--- config.mk ---
export PLATFORM = sky130hd
export DESIGN_NAME = capture_fifo
export DESIGN_NICKNAME = d
export VERILOG_FILES = /design/src/rtl/capture_fifo.sv
export SDC_FILE = /design/constraint.sdc
export NUM_CORES = 1
export LEC_CHECK = 0
export CORE_UTILIZATION = 32
export CTS_BUF_LIST = sky130_fd_sc_hd__clkbuf_8
export DETAILED_ROUTE_END_ITERATION = 16
export GPL_ROUTABILITY_DRIVEN = 1
export PLACE_DENSITY = 0.52
export SYNTH_ARGS = -nofsm -noshare
export SYNTH_HDL_FRONTEND = slang
export SYNTH_SLANG_ARGS = --single-unit
--- constraint.sdc ---
create_clock -name clk -period 4.6 [get_ports clk]
set_input_delay 0.69 -clock clk [delete_from_list [all_inputs] [get_ports clk]]
set_output_delay 0.69 -clock clk [all_outputs]
set_load 0.03 [all_outputs]
--- src/rtl/capture_fifo.sv ---
// rtl/capture_fifo.sv - synchronous first-word-fall-through FIFO for capture records
module capture_fifo #(
    parameter int DATA_W = 8,
    parameter int DEPTH  = 8
) (
    input  logic                     clk,
    input  logic                     reset,
    input  logic                     clear,
    input  logic                     push,
    input  logic                     pop,
    input  logic [DATA_W-1:0]        wdata,
    output logic [DATA_W-1:0]        head,
    output logic                     full,
    output logic                     empty,
    output logic [$clog2(DEPTH):0]   count
);

    localparam int AW = $clog2(DEPTH);

    logic [DATA_W-1:0] mem [DEPTH];
    logic [AW-1:0]     wr_ptr;
    logic [AW-1:0]     rd_ptr;
    logic              do_push;
    logic              do_pop;

    assign empty   = (count == '0);
    assign full    = (count == (AW+1)'(DEPTH));
    assign do_pop  = pop && !empty;
    // A full FIFO still accepts a push when the head leaves in the same cycle.
    assign do_push = push && (!full || do_pop);
    assign head    = empty ? '0 : mem[rd_ptr];

    always_ff @(posedge clk) begin
        if (reset || clear) begin
            wr_ptr <= '0;
            rd_ptr <= '0;
            count  <= '0;
        end else begin
            if (do_push) wr_ptr <= wr_ptr + AW'(1);
            if (do_pop)  rd_ptr <= rd_ptr + AW'(1);
            count <= count + (AW+1)'(do_push) - (AW+1)'(do_pop);
        end
    end

    always_ff @(posedge clk) begin
        if (do_push) mem[wr_ptr] <= wdata;
    end

endmodule

==> impl_metrics.json <==
{
  "outcome": "completed",
  "p_leak_uw": 0.00123,
  "dp_hpwl_mm": 3.78,
  "grt_usage_pct": 12.9,
  "antenna_cells": 0,
  "intPower_uw": 1110,
  "yosys.area.top_type": "edfxtp_1",
  "syn_avg_cell_area_um2": 17.6,
  "clock-sinks": 77,
  "ctsResizeCount": 0,
  "die_y_um": 101,
  "ctsHoldBuffers": 0,
  "grt_pass1_wl_mm": 9.27,
  "hp-start": "rd_ptr[2]$_SDFFE_PP0N_",
  "crit_type": "register to output port",
  "drtAntennaViolNets": 0,
  "wl_met1_mm": 2.52,
  "crit_path_start_kind": "register",
  "grt_pass1_vias": 1681,
  "synth_commonest_cells": "64 x edfxtp_1, 13 x dfxtp_1, 10 x mux4_2",
  "r2r-end": "mem[4][0]$_DFFE_PP_",
  "pwr-share-clk_pct": 34.4,
  "cts_buffer_depth": 2,
  "peakVddDrop_mv": 0.170,
  "hold_path_depth": 2,
  "fin_crit_ns": 3.49,
  "synth_ff_type": "edfxtp_1",
  "dr.pass1.iters": 4,
  "min_period_over_period_pct": 75.9,
  "p_comb_share_pct": 13.1,
  "power-per-cell-area_nw_per_um2": 393,
  "yosysTopAreaCellShare_pct": 61.1,
  "routed-wl-met3_um": 187,
  "async_flop_share_pct": 0,
  "path_buf_inv": 3,
  "post_cts.repair.setup_buffers": 0,
  "synth_fp_nets": 200,
  "dieWidth_um": 101,
  "critPathRequiredTime_ns": 3.91,
  "slew_headroom_pct": 30.0,
  "layout.nets": 236,
  "slowest_delay_ns": 0.66,
  "rr_startpoint": "count[2]$_SDFF_PP0_",
  "rsz0062_at_grt": "no",
  "top_layer_used": "met4",
  "cp-end-kind": "output port",
  "worst-r2r-setup-slack_ns": 2.27,
  "arrival_ns": 2.80,
  "fin_skew_ns": 0.00467,
  "synth-seq-cells": 77,
  "path_delay_family": "simple AND/OR/NAND/NOR gates",
  "crit_chain": "inv_1 -> ha_1 -> or3b_1 -> inv_2 -> nor2_1 -> a22o_1 -> clkdlybuf4s50_1",
  "fin_cells": 349,
  "drc_errors": 0,
  "syn_area_um2": 3140,
  "rr_worst_depth": 6,
  "via_per_inst": 4.65,
  "fmax_ghz": 0.286,
  "grt_max_degree": 17,
  "htree_levels": 3,
  "first_iter_violations": 54,
  "cts-buffers-inserted": 9,
  "start_util_pct": 33.6,
  "io_pins": 27,
  "p_seq_share_pct": 52.4,
  "max_cap_viol_count": 0,
  "routedWlPerCell_um": 16.5,
  "wl_met2_mm": 2.93,
  "root_buffer": "clkbuf_8",
  "drive_above_1_share_pct": 16.4,
  "synth_warnings": 0,
  "synthTopCellsByArea": "edfxtp_1 61%, dfxtp_1 8.3%, mux4_2 7.2%, mux4_1 5.0%, ha_1 2.8%",
  "maxSlewViolCount": 0,
  "area.growth.synth_to_final_pct": 19.9,
  "wirelength_mm": 5.74,
  "fin_setup_tns_ns": 0,
  "crit_path_max_fanout": 9,
  "setup_viol": 0,
  "netlist_instances": 179,
  "tritoncts": "done",
  "finalHoldViolations": 0,
  "clock_latency_ns": 0.34,
  "power.switching_uw": 371,
  "slowest_stage": "clkdlybuf4s50_1",
  "path_clk_slew_ns": 0.08,
  "yosysUniqueCellTypes": 34,
  "ys_seq_area_share_pct": 69.4,
  "row_count": 35,
  "io_buffers": 26,
  "grt-ovfl-total": 0,
  "vias": 1624,
  "antenna_found_initial": 0,
  "core-area_um2": 9370,
  "netSwitchingFraction_pct": 25.0,
  "yosysMostFrequentCell": "edfxtp_1",
  "fp.dieArea_um2": 10200,
  "synth-edff-count": 64,
  "dp.cells": 333,
  "tightest_slew_ns": 1.05,
  "place.gp.congestion": 0.690,
  "hold_class": "register to register"
}
## cells by family after synthesis
kind of cell | share of synthesized area [%]
AOI/OAI and AO/OA | 4.85
xor gates and xnor gates | 0.279
adders and majority gates | 3.42
buffers and inverters | 2.63
DFF | 69.4
muxes | 13.5
and+or+nand+nor | 5.97
## placed cells by master (no fill, tap or decap), drive strengths merged
| cell type | synthesis | layout |
|---|---|---|
| buf | 4 | 5 |
| clkbuf | 2 | 9 |
| ha | 7 | 7 |
| a21o | 1 | 1 |
| a21oi | 6 | 6 |
| nor2 | 7 | 7 |
| bufinv | 0 | 1 |
| dfxtp | 13 | 13 |
| nand3 | 1 | 1 |
| or2 | 1 | 1 |
| fa | 1 | 1 |
| mux4 | 16 | 16 |
| xor2 | 1 | 1 |
| nor3 | 4 | 4 |
| mux2i | 4 | 4 |
| or3 | 5 | 5 |
| nand2b | 3 | 3 |
| inv | 9 | 12 |
| clkdlybuf4s50 | 0 | 26 |
| nand2 | 8 | 8 |
| a21boi | 1 | 1 |
| a22o | 8 | 8 |
| nor4 | 1 | 1 |
| edfxtp | 64 | 64 |
| o21ai | 3 | 3 |
| or4 | 1 | 1 |
| and2 | 2 | 2 |
| o211ai | 2 | 2 |
| o31ai | 1 | 1 |
| clkinv | 0 | 1 |
| nor2b | 1 | 1 |
| or3b | 2 | 2 |
| clkinvlp | 0 | 2 |
## worst register-to-register path: stages (launching register included)
cell	delay [ns]
dfxtp_1	0.33
inv_1	0.07
ha_1	0.19
or3b_2	0.23
o21ai_0	0.23
nor3_1	0.71
buf_4	0.29
## area by class of cell
| cell class | count | area (µm²) |
|---|---|---|
| Fill cell | 901 | 5600 |
| Clock buffer | 9 | 124 |
| Tap cell | 129 | 161 |
| Inverter | 9 | 33.8 |
| Multi-Input combinational cell | 87 | 891 |
| Timing Repair Buffer | 31 | 298 |
| Sequential cell | 77 | 2180 |
| Clock inverter | 7 | 80.1 |
## per-stage QoR
step           area [µm²]  setup WS (ns)  hold slack (ns)  util [%]  power [µW]
6_report             3770           1.11            0.500      40.2        1480
5_1_grt              3770          0.886            0.541      40.2        1560
4_1_cts              3770           1.02            0.504      40.2        1500
3_5_place_dp         3570           1.42            0.493      38.1         991
3_3_place_gp         3570           1.45            0.473      38.1         989
2_1_floorplan        3140           2.08            0.455         -         911
## worst max-delay path by stage
stage          cells past startpoint  endpoint                start  slack (ns)
2_1_floorplan                      6   head[6]  count[2]$_SDFF_PP0_        2.08
3_3_place_gp                       7   head[6]  count[2]$_SDFF_PP0_        1.45
3_5_place_dp                       7   head[6]  count[2]$_SDFF_PP0_        1.42
4_1_cts                            7   head[6]  count[2]$_SDFF_PP0_        1.02
5_1_grt                            7   head[6]  count[2]$_SDFF_PP0_        0.89
6_report                           7   head[6]  count[2]$_SDFF_PP0_        1.11
## power groups by stage
stage / Clock (µW) / Sequential [µW] / Combinational (µW)
2_1_floorplan: 0 / 797 / 114
3_3_place_gp: 0 / 793 / 196
3_5_place_dp: 0 / 793 / 198
4_1_cts: 528 / 777 / 199
5_1_grt: 563 / 779 / 214
6_report: 510 / 777 / 195
## state kept, by name (all words and copies together) (netlist names), named ones only
signal / cells
wr_ptr: 3
mem: 64
count: 4
rd_ptr: 3
## metal layers
layer	vias to the layer above	track usage, %
met2	25	21.5
met1	809	15.7
met3	9	4.23
met4	0	4.91
met5	-	0
li1	781	-
Note: power is estimated with default switching activity, not from simulation.
